$ cat src/rtl/rx_iq_packer_if.sv
// FIFO read side and sample stream of rx_iq_packer.
// The master modport is the packer's side; the slave modport is the environment's side.
interface rx_iq_packer_if;
  logic        i_fifo_empty;
  logic        o_fifo_pull;
  logic [15:0] i_fifo_data;
  logic        o_sample_valid;
  logic        i_sample_ready;
  logic [12:0] o_sample_i;
  logic [12:0] o_sample_q;
  logic        o_sample_flag;

  modport master (
    input  i_fifo_empty, i_fifo_data, i_sample_ready,
    output o_fifo_pull, o_sample_valid, o_sample_i, o_sample_q, o_sample_flag
  );

  modport slave (
    output i_fifo_empty, i_fifo_data, i_sample_ready,
    input  o_fifo_pull, o_sample_valid, o_sample_i, o_sample_q, o_sample_flag
  );
endinterface

$ cat src/rtl/rx_iq_packer.sv
// Pairs framed I/Q modem words from the LVDS RX FIFO into 13-bit I/Q samples on a valid/ready stream.
// Define RX_PACKER_ERRCNT_EN to build the saturating framing-error counter and its clear input.
module rx_iq_packer (
  input  logic                  i_sys_clk,
  input  logic                  i_rst,
  rx_iq_packer_if.master        bus,
  input  logic                  i_err_clear,
  output logic [15:0]           o_err_count,
  output logic [1:0]            o_debug_state
);
  typedef enum logic [1:0] {
    HUNT_I   = 2'b00,
    WAIT_Q   = 2'b01,
    UNUSED_2 = 2'b10,
    UNUSED_3 = 2'b11
  } state_e;

  localparam logic [1:0] TAG_I = 2'b10;
  localparam logic [1:0] TAG_Q = 2'b01;

  state_e      state_q, state_d;
  logic        rd_valid_q;
  logic [12:0] i_hold_q, i_hold_d;
  logic        flag_hold_q, flag_hold_d;
  logic [12:0] out_i_q, out_q_q;
  logic        out_flag_q;
  logic        out_valid_q, out_valid_d;
  logic        load, err_evt, stall, pull;
  logic [1:0]  tag;

  assign tag   = bus.i_fifo_data[15:14];
  assign stall = out_valid_q && !bus.i_sample_ready;
  // Pull only when the output register can take a load two cycles later.
  assign pull  = !bus.i_fifo_empty && !stall && !i_rst;

  always_comb begin
    // NOTE: every signal written here gets a default first so no latch is inferred.
    state_d     = state_q;
    i_hold_d    = i_hold_q;
    flag_hold_d = flag_hold_q;
    load        = 1'b0;
    err_evt     = 1'b0;
    case (state_q)
      HUNT_I: begin
        if (rd_valid_q) begin
          if (tag == TAG_I) begin
            i_hold_d    = bus.i_fifo_data[13:1];
            flag_hold_d = bus.i_fifo_data[0];
            state_d     = WAIT_Q;
          end else begin
            err_evt = 1'b1;
          end
        end
      end
      WAIT_Q: begin
        if (rd_valid_q) begin
          if (tag == TAG_Q) begin
            load    = 1'b1;
            state_d = HUNT_I;
          end else if (tag == TAG_I) begin
            err_evt     = 1'b1;
            i_hold_d    = bus.i_fifo_data[13:1];
            flag_hold_d = bus.i_fifo_data[0];
          end else begin
            err_evt = 1'b1;
            state_d = HUNT_I;
          end
        end
      end
      default: state_d = HUNT_I;
    endcase
    out_valid_d = load || (out_valid_q && !bus.i_sample_ready);
  end

  always_ff @(posedge i_sys_clk) begin
    // NOTE: sequential state uses non-blocking assignments so every register sees pre-edge values.
    if (i_rst) begin
      state_q     <= HUNT_I;
      rd_valid_q  <= 1'b0;
      i_hold_q    <= '0;
      flag_hold_q <= 1'b0;
      out_valid_q <= 1'b0;
      out_i_q     <= '0;
      out_q_q     <= '0;
      out_flag_q  <= 1'b0;
    end else begin
      state_q     <= state_d;
      rd_valid_q  <= pull;
      i_hold_q    <= i_hold_d;
      flag_hold_q <= flag_hold_d;
      out_valid_q <= out_valid_d;
      if (load) begin
        out_i_q    <= i_hold_q;
        out_q_q    <= bus.i_fifo_data[13:1];
        out_flag_q <= flag_hold_q;
      end
    end
  end

`ifdef RX_PACKER_ERRCNT_EN
  logic [15:0] err_q;

  // Clear wins over a same-cycle error; the count sticks at all-ones.
  always_ff @(posedge i_sys_clk) begin
    if (i_rst || i_err_clear) begin
      err_q <= '0;
    end else if (err_evt && (err_q != 16'hFFFF)) begin
      err_q <= err_q + 16'd1;
    end
  end

  assign o_err_count = err_q;
`else
  logic unused_err;
  assign unused_err  = i_err_clear ^ err_evt;
  assign o_err_count = 16'h0000;
`endif

  assign bus.o_fifo_pull    = pull;
  assign bus.o_sample_valid = out_valid_q;
  assign bus.o_sample_i     = out_i_q;
  assign bus.o_sample_q     = out_q_q;
  assign bus.o_sample_flag  = out_flag_q;
  assign o_debug_state      = state_q;
endmodule

$ cat src/flat_wrapper.sv
// flat-port wrapper written by rule: the top's interface ports become plain ports
module rx_iq_packer_flat 
  (i_sys_clk, i_rst, i_err_clear, o_err_count, o_debug_state, bus_i_fifo_empty, bus_i_fifo_data, bus_i_sample_ready, bus_o_fifo_pull, bus_o_sample_valid, bus_o_sample_i, bus_o_sample_q, bus_o_sample_flag);
  rx_iq_packer_if bus_i ();
  input  logic i_sys_clk;
  input  logic i_rst;
  input  logic i_err_clear;
  output logic [15:0] o_err_count;
  output logic [1:0] o_debug_state;
  input wire logic [$bits(bus_i.i_fifo_empty)-1:0] bus_i_fifo_empty;
  input wire logic [$bits(bus_i.i_fifo_data)-1:0] bus_i_fifo_data;
  input wire logic [$bits(bus_i.i_sample_ready)-1:0] bus_i_sample_ready;
  output wire logic [$bits(bus_i.o_fifo_pull)-1:0] bus_o_fifo_pull;
  output wire logic [$bits(bus_i.o_sample_valid)-1:0] bus_o_sample_valid;
  output wire logic [$bits(bus_i.o_sample_i)-1:0] bus_o_sample_i;
  output wire logic [$bits(bus_i.o_sample_q)-1:0] bus_o_sample_q;
  output wire logic [$bits(bus_i.o_sample_flag)-1:0] bus_o_sample_flag;
  assign bus_i.i_fifo_empty = bus_i_fifo_empty;
  assign bus_i.i_fifo_data = bus_i_fifo_data;
  assign bus_i.i_sample_ready = bus_i_sample_ready;
  assign bus_o_fifo_pull = bus_i.o_fifo_pull;
  assign bus_o_sample_valid = bus_i.o_sample_valid;
  assign bus_o_sample_i = bus_i.o_sample_i;
  assign bus_o_sample_q = bus_i.o_sample_q;
  assign bus_o_sample_flag = bus_i.o_sample_flag;
  rx_iq_packer u_core (.i_sys_clk(i_sys_clk), .i_rst(i_rst), .bus(bus_i), .i_err_clear(i_err_clear), .o_err_count(o_err_count), .o_debug_state(o_debug_state));
endmodule
$ cat config.mk
export PLATFORM = sky130hd
export DESIGN_NAME = rx_iq_packer_flat
export DESIGN_NICKNAME = d
export VERILOG_FILES = /design/src/rtl/rx_iq_packer_if.sv /design/src/rtl/rx_iq_packer.sv /design/src/flat_wrapper.sv
export SDC_FILE = /design/constraint.sdc
export NUM_CORES = 1
export LEC_CHECK = 0
export BUFFER_PORTS_ARGS = -buffer_cell sky130_fd_sc_hd__buf_2
export CAP_MARGIN = 40
export CORE_UTILIZATION = 44
export CTS_CLUSTER_DIAMETER = 100
export DETAILED_ROUTE_END_ITERATION = 12
export PLACE_DENSITY = 0.74
export SETUP_SLACK_MARGIN = 0.02
export SYNTH_ARGS = -nofsm -noshare
export SYNTH_HDL_FRONTEND = slang
export SYNTH_SLANG_ARGS = --single-unit
$ cat constraint.sdc
create_clock -name i_sys_clk -period 1.1 [get_ports i_sys_clk]
set_clock_uncertainty 0.15 [all_clocks]
set_input_delay 0.055 -clock i_sys_clk [delete_from_list [all_inputs] [get_ports i_sys_clk]]
set_output_delay 0.055 -clock i_sys_clk [all_outputs]
set_load 0.02 [all_outputs]
### Word-level counts from Yosys, hierarchy flattened

Cells that the tools add are included.

* add/sub/neg operators: 0
* $mul: 0
* div/mod/pow operators: 0
* order comparisons: 0
* equality and inequality tests: 8
* shift operators: 0
* mux-type cells: 19
* bitwise logic cells: 0
* reductions and logical operators: 12

Operator list (count)
* $mux W13: 4
* $pmux W13 S2: 1
* $mux W2: 5
* $reduce_and A4 Y1: 2
* $mux W1: 7
* $ne A2 B1 Y1 const B: 3
* $eq A2 B1 Y1 const B: 2
* $logic_not A1 Y1: 4
* $pmux W2 S2: 1
* $logic_and A1 B1 Y1: 3
* $ne A3 B2 Y1 const B: 1
* $eq A2 B2 Y1 const B: 1
* $logic_not A2 Y1: 1
* $ne A2 B2 Y1 const B: 1
* $pmux W1 S2: 1
* $reduce_bool A2 Y1: 1
* $logic_or A1 B1 Y1: 1

* bits in registers: 45
* bits in latches: 0
* memory bits (writable): 0
* bits in read-only memories: 0
* input port bits: 21
* word-level logic and storage cells: 47
* memories kept: 0

### Logic depth before layout (Yosys ltp)

Gate-level depths: netlist of run 1.

* depth after elaboration: 5
* gate-level depth with buffers: 4
* depth with buffers taken out: 2

### Worst setup path before layout of run 1

OpenSTA, ideal clock, no wires.

* path kind: flip-flop to flip-flop
* start point: register u_core.state_q[0], in the netlist u_core.o_debug_state[0]
* end point: register u_core.out_i_q[10], in the netlist u_core.bus.o_sample_i[10]
* arrival: 1.059 ns
* path slack: -0.181 ns
* cell stages (with the launch flop): 4
* path buffers: 1
* path through: dfxtp_1 -> and4b_2 -> clkbuf_1 -> mux2i_1

* cells in the longest elaborated chain, start to end: 2

Ends and longest elaborated chain
* from (decl): line rx_iq_packer.sv:21 `state_e state_q, state_d;`
* from (signal assigned): line rx_iq_packer.sv:87 `state_q <= state_d;`
* $eq A2 B1 Y1
* $mux W1: line rx_iq_packer.sv:43 `case (state_q)`
* to (signal assigned): line rx_iq_packer.sv:93 `out_i_q <= i_hold_q;`
* to (decl): line rx_iq_packer.sv:25 `logic [12:0] out_i_q, out_q_q;`

No other way between the ends.
A chain may end at the register's enable or synchronous reset.

### Worst setup path in the final report of run 1

* start point: register u_core.state_q[0], in the netlist u_core.o_debug_state[0]
* end point: register u_core.out_q_q[5], in the netlist u_core.bus.o_sample_q[5]

* cells in the longest elaborated chain, start to end: 2

Ends and longest elaborated chain
* $eq A2 B1 Y1
* $mux W1: line rx_iq_packer.sv:43
* to (signal assigned): line rx_iq_packer.sv:94 `out_q_q <= bus.i_fifo_data[13:1];`
* to (decl): line rx_iq_packer.sv:25

No other way between the ends.

==> run_results.csv, run 1 <==
group,metric,value,unit
logic_synthesis,yosysTopAreaCell,"dfxtp_1",
power,seq_power_share,55.7,%
setup_path,timing.rr.end,"u_core.bus.o_sample_q[5]",
logic_synthesis,ys_async_sr_fraction,0,%
clock_tree,clockBufferDepth,2,
power,powerDensity,1140,mW/mm²
grt,grt_pass1_vias,1249,
timing,rsz0062_at_grt,"true",
floorplanning,start_util,47.0,%
logic_synthesis,syn-cell-area,0.00193,mm²
logic_synthesis,ys_ff_latch,44,
placed_design,port_buffers,49,
clock_tree,clock_sinks,44,
final_layout,drive_gt1_share,30.0,%
floorplanning,fp.dieH,68.3,µm
drt,route.vias.total,1349,
setup_path,critical_path.startpoint_type,"flip-flop",
placed_design,place_area,0.00216,mm²
drt,firstDrtPassIters,4,
outcome,violations,"negative setup slack",
placed_design,dpl_worst_slack,-0.0592,ns
drt,routed_wirelength,3390,µm
drt,drc_errors,0,
setup_path,path_max_fanout,6,
power,clockPowerShare,35.0,%
setup_path,crit_path_end_kind,"flip-flop",
outcome,status,"finished, violations left",
setup_path,cp.arrival,1.25,ns
final_layout,design_area,0.00254,mm²
clock_tree,cts-buffers-inserted,5,
clock_tree,clk_pin_slew,0.07,ns
clock_tree,clock_latency,0.28,ns
timing,period_share,108,%
setup_path,r2r_slack,-0.08,ns
power,swShare,22.1,%
final_layout,n_antenna_cell,0,
logic_synthesis,syn_inst,179,
clock_tree,clockRootBuffer,"clkbuf_8",
drt,drtIter0Drc,48,
final_layout,fin_nets,270,
timing,setup_viol,37,
worst_hold_path,min_path_type,"input port to flip-flop",
timing,setup_ws,-0.0836,ns
logic_synthesis,avgSynthCellArea,10.8,µm²
setup_path,r2r_start,"u_core.o_debug_state[0]",
logic_synthesis,synthTopCellsByCount,"nand2b_1 (55), dfxtp_1 (44), mux2i_1 (41)",
floorplanning,dieArea,0.00467,mm²
timing,drv_slew,0,
setup_path,r2r.worst_path.cells,4,
placed_design,hpwl,2090,µm
worst_hold_path,worstHoldPathCells,4,
grt,gr-usage-all-layers,15.4,%
logic_synthesis,synth_top_area_share,45.5,%
floorplanning,coreArea,0.00412,mm²
clock_tree,cts_tree,"done",
final_layout,areaGrowthSynthToFinish,31.5,%
power,p_sw,0.638,mW
clock_tree,cts_max_level,2,
power,p_int,2.25,mW
logic_synthesis,yosysSeqAreaShare,45.5,%
setup_path,crit_required,1.17,ns
drt,ant_nets,0,
placed_design,place.gp.congestion,0.675,
power,pwr-share-comb,9.2,%
logic_synthesis,synth_edf_count,0,
logic_synthesis,synth_cell_types,15,
setup_path,critical_path_class,"flip-flop to flip-flop",
power,peakVddDrop,920,µV
setup_path,crit_slowest_cell,"dfxtp_4",
power,leakage,1.25,nW
timing,finalHoldViolCount,0,
timing,period_needed,1.18,ns
timing,fmax,845,MHz
setup_path,slowest_delay,0.35,ns
logic_synthesis,synth_area_leaders,"dfxtp_1 (46%), mux2i_1 (21%), nand2b_1 (18%)",
setup_path,cp_cell_sequence,"nand4b_1 > buf_6 > clkbuf_16 > mux2i_1",
grt,grt_max_degree,43,
floorplanning,io_pins,68,
drt,wire_per_inst,11.3,µm
worst_hold_path,hold_end,"u_core.rd_valid_q",
floorplanning,die_x,68.3,µm
grt,grt_overflow,0,
logic_synthesis,synthFlopType,"dfxtp_1",
drt,viasPerCell,4.50,
logic_synthesis,synth.most_common_cell,"nand2b_1",
logic_synthesis,synth_warnings,0,
grt,grt_pass1_wl,5260,µm
grt,antenna_found_initial,0,
final_layout,filler_cell_count,365,
job,maxCapViolCount,0,
worst_hold_path,hold_path.startpoint,"bus_i_sample_ready",
floorplanning,rows,23,
## metal layers
metal | share of wire (%) | vias to the layer above | GRT usage, %
met1 | 45 | 609 | 17.3
li1 | - | 695 | -
met3 | 4.8 | 5 | 4.00
met4 | 1.1 | 0 | 5.47
met5 | 0 | - | 0
met2 | 49 | 40 | 27.7
## timing repair
action	in CTS	in global routing
setup endpoints to repair	41	45
hold buffers	16	0
resized for setup	10	2
hold endpoints to repair	28	0
cloned	2	1
pin swaps	0	0
buffers inserted	2	0
## cell usage in the layout, fill, tap and decap left out
cell	count
nand2b_1	55
buf_2	47
dfxtp_1	42
mux2i_1	41
conb_1	17
dlygate4sd3_1	16
clkbuf_8	6
buf_4	4
buf_6	4
nor3_2	2
clkbuf_1	2
buf_16	2
buf_12	2
nor2b_4	1
and4b_2	1
and3b_2	1
nand4b_1	1
nor2b_1	1
o21ba_2	1
o21ba_4	1
clkbuf_16	1
dfxtp_4	1
dfxtp_2	1
## worst max-delay path: cells and delay by family, from the launching register on
family	cells	cell delay [ns]
multiplexers	1	0.18
AND/OR/NAND/NOR	1	0.09
flip-flops	1	0.35
buffers and inverters	2	0.34
## worst max path at each step
stage | startpoint | end | depth (start not counted)
5_1_grt | u_core.bus.o_sample_valid | bus_o_fifo_pull | 3
4_1_cts | u_core.bus.o_sample_valid | bus_o_fifo_pull | 3
2_1_floorplan | u_core.o_debug_state[0] | u_core.bus.o_sample_valid | 3
3_3_place_gp | u_core.rd_valid_q | u_core.i_hold_q[3] | 3
3_5_place_dp | u_core.rd_valid_q | u_core.i_hold_q[5] | 3
6_report | u_core.o_debug_state[0] | u_core.bus.o_sample_q[5] | 4
## logic make-up (layout without fill, tap and decap cells)
logic type	count (synthesis)	in the layout	synth area share, %
AOI/OAI and AO/OA	2	2	1.03
buffers and inverters	29	84	11.6
DFF	44	44	45.5
muxes	41	41	21.2
other	1	17	0.194
and+or+nand+nor	62	62	20.4
## cell type report
cell class                 instances  area, µm²  area share, %
clock buffer                       8       90.1           3.54
multi-input combinational        122        915           36.0
sequential                        44        886           34.8
tap                               50       62.6           2.46
timing repair buffer              76        591           23.2
## power groups by stage
stage	Combinational (mW)	Sequential (mW)	Clock, mW
CTS	0.266	1.61	1.05
finish	0.267	1.61	1.01
global route	0.291	1.61	1.10
floorplan	0.202	1.65	0
detailed placement	0.215	1.65	0
global placement	0.215	1.65	0
## metrics by stage
step	hold slack [ns]	util [%]	instances	power [mW]	setup TNS, ns
2_1_floorplan	-0.0232	-	195	1.85	-0.886
3_3_place_gp	0.0959	52.6	271	1.86	-0.311
3_5_place_dp	0.0951	52.6	271	1.86	-1.35
4_1_cts	0.0160	61.0	299	2.93	-1.80
5_1_grt	0.0163	61.8	300	3.01	-3.48
6_report	0.0152	61.8	300	2.89	-1.68
## flip-flops by register name, indices dropped and copies added (netlist names)
signal / cells
u_core.flag_hold_q: 1
u_core.bus.o_sample_i: 13
u_core.bus.o_sample_q: 13
u_core.rd_valid_q: 1
u_core.o_debug_state: 1
u_core.bus.o_sample_valid: 1
u_core.i_hold_q: 13
u_core.bus.o_sample_flag: 1
Note: power is estimated with default switching activity, not from simulation.
==> run 2: changes to the inputs <==
- CORE_UTILIZATION: 44 -> 45
- PLACE_DENSITY: 0.74 -> 0.72
- SETUP_SLACK_MARGIN: 0.02 -> 0.15
- clock period: 1.1 -> 1.2 ns (I/O delays scaled with it)
==> run 2 against run 1 <==
Effect of this change: the run now ends clean; non-clock buffer count fell by 4; wire length up 3.6%; setup slack gained 0.087 ns; design area down 0.93%; flip-flop and latch count unchanged; global-route usage about the same; critical endpoint is now bus_o_fifo_pull; core utilization grew 0.29 points; total power down 8.0%; largest power group unchanged; final cell count decreased by 1.3%; via count fell by 0.96%; combinational power fell by 10%.
==> run_results.csv, run 2 (synthesized netlist as in run 1, its figures left out) <==
group,metric,value,unit
outcome,status,"completed",
clock_tree,clockRootBuffer,"clkbuf_8",
timing,period_needed,1.20,ns
setup_path,timing.rr.end,"u_core.bus.o_sample_i[4]",
final_layout,fin_nets,266,
setup_path,crit_slowest_cell,"dfxtp_2",
timing,setup_tns,0,ns
final_layout,drive_gt1_share,30.1,%
grt,antenna_found_initial,0,
power,powerDensity,1060,mW/mm²
final_layout,final_cell_mix,"nand2b_1 (55), mux2i_1 (41), buf_2 (40), dfxtp_1 (40), conb_1 (17)",
setup_path,setup.worst_path.end,"bus_o_fifo_pull",
clock_tree,clockBufferDepth,2,
worst_hold_path,hold_path.startpoint,"i_rst",
setup_path,critical_path_class,"flip-flop to primary output",
timing,whs,0.0314,ns
floorplanning,dieArea,0.00457,mm²
power,leakage,1.23,nW
placed_design,place_area,0.00215,mm²
clock_tree,cts_max_level,2,
drt,drc_errors,0,
placed_design,hpwl,2140,µm
placed_design,place.gp.congestion,0.696,
setup_path,critical_path_buf_inv_count,1,
final_layout,design_area,0.00252,mm²
placed_design,dpl_worst_slack,-0.00174,ns
floorplanning,rows,23,
setup_path,crit_path_end_kind,"primary output",
setup_path,critical_path.startpoint_type,"flip-flop",
setup_path,startpoint,"u_core.bus.o_sample_valid",
job,maxCapViolCount,0,
worst_hold_path,worstHoldPathCells,3,
timing,rsz0062_at_grt,"true",
setup_path,worst-path-stages,3,
timing,fmax,836,MHz
final_layout,final_common_cell,"nand2b_1",
setup_path,cp.arrival,0.99,ns
final_layout,stdcell_count,296,
grt,gr-usage-all-layers,15.4,%
clock_tree,clock_latency,0.29,ns
grt,grt_pass1_vias,1198,
power,power.total,2.66,mW
grt,grt_pass1_wl,5150,µm
timing,finalHoldViolCount,0,
timing,setup_ws,0.00364,ns
timing,drv_slew,0,
power,peakVddDrop,746,µV
grt,grt_max_degree,60,
floorplanning,start_util,47.7,%
floorplanning,fp.dieH,67.6,µm
setup_path,critPathTopFamily,"flip-flops",
placed_design,dp_cells,269,
floorplanning,coreArea,0.00406,mm²
grt,grt_overflow,0,
drt,drtIter0Drc,34,
setup_path,r2r_slack,0.04,ns
clock_tree,cts_tree,"done",
setup_path,path_max_fanout,2,
drt,ant_nets,0,
final_layout,n_antenna_cell,0,
drt,route.vias.total,1336,
drt,routed_wirelength,3510,µm
final_layout,areaGrowthSynthToFinish,30.3,%
setup_path,r2r_start,"u_core.o_debug_state[0]",
worst_hold_path,min_path_type,"input port to flip-flop",
setup_path,r2r.worst_path.cells,4,
setup_path,slowest_delay,0.33,ns
drt,wire_per_inst,11.9,µm
floorplanning,io_pins,68,
clock_tree,cts-buffers-inserted,5,
final_layout,final_core_util,62.1,%
drt,viasPerCell,4.51,
setup_path,cp_cell_sequence,"nor2b_4 > nor3_2 > buf_4",
timing,period_share,99.7,%
floorplanning,die_x,67.6,µm
clock_tree,clock_sinks,44,
clock_tree,clk_pin_slew,0.08,ns
placed_design,port_buffers,49,
setup_path,crit_required,0.99,ns
drt,firstDrtPassIters,3,
timing,setup_viol,0,
==> run 2: layout make-up <==
cell class,count,area (µm²)
sequential,44,888
multi-input combinational,122,910
fill,351,1540
timing repair buffer,72,567
tap,50,62.6
clock buffer,7,86.3
clock inverter,1,6.26
==> run 2: worst min path at each step <==
stage / endpoint / slack, ns
after floorplan: u_core.rd_valid_q / -0.02
final: u_core.rd_valid_q / 0.03
after global placement: u_core.rd_valid_q / 0.10
after CTS: u_core.rd_valid_q / 0.02
after detailed placement: u_core.rd_valid_q / 0.1
after global routing: u_core.rd_valid_q / 0.03
==> run 2: timing repair <==
action,4_1_cts,5_1_grt
hold endpoints to repair,28,0
setup buffers,1,1
gates resized for setup,6,15
gates cloned,0,2
pin swaps,1,2
setup endpoints to repair,43,52
hold buffers,15,0
==> run 2: metal layers <==
metal  wire length (µm)  share of wire, %  GRT usage, %
met5                  0                 0             0
met4                 38               1.1          6.38
met3                166               4.7          5.91
met2               1700                48          26.6
met1               1610                46          16.8
==> run 2: worst reg2reg max path: cells and delay by family (launching register included) <==
| kind | cells | cell delay, ns |
|---|---|---|
| flops | 1 | 0.35 |
| buf+inv | 2 | 0.33 |
| mux | 1 | 0.18 |
| simple gates | 1 | 0.10 |
==> run 2: power breakdown <==
| group | switching [mW] | total, mW | internal, mW |
|---|---|---|---|
| clock network | 0.475 | 0.944 | 0.469 |
| registers | 0.00520 | 1.48 | 1.47 |
| logic | 0.121 | 0.239 | 0.118 |
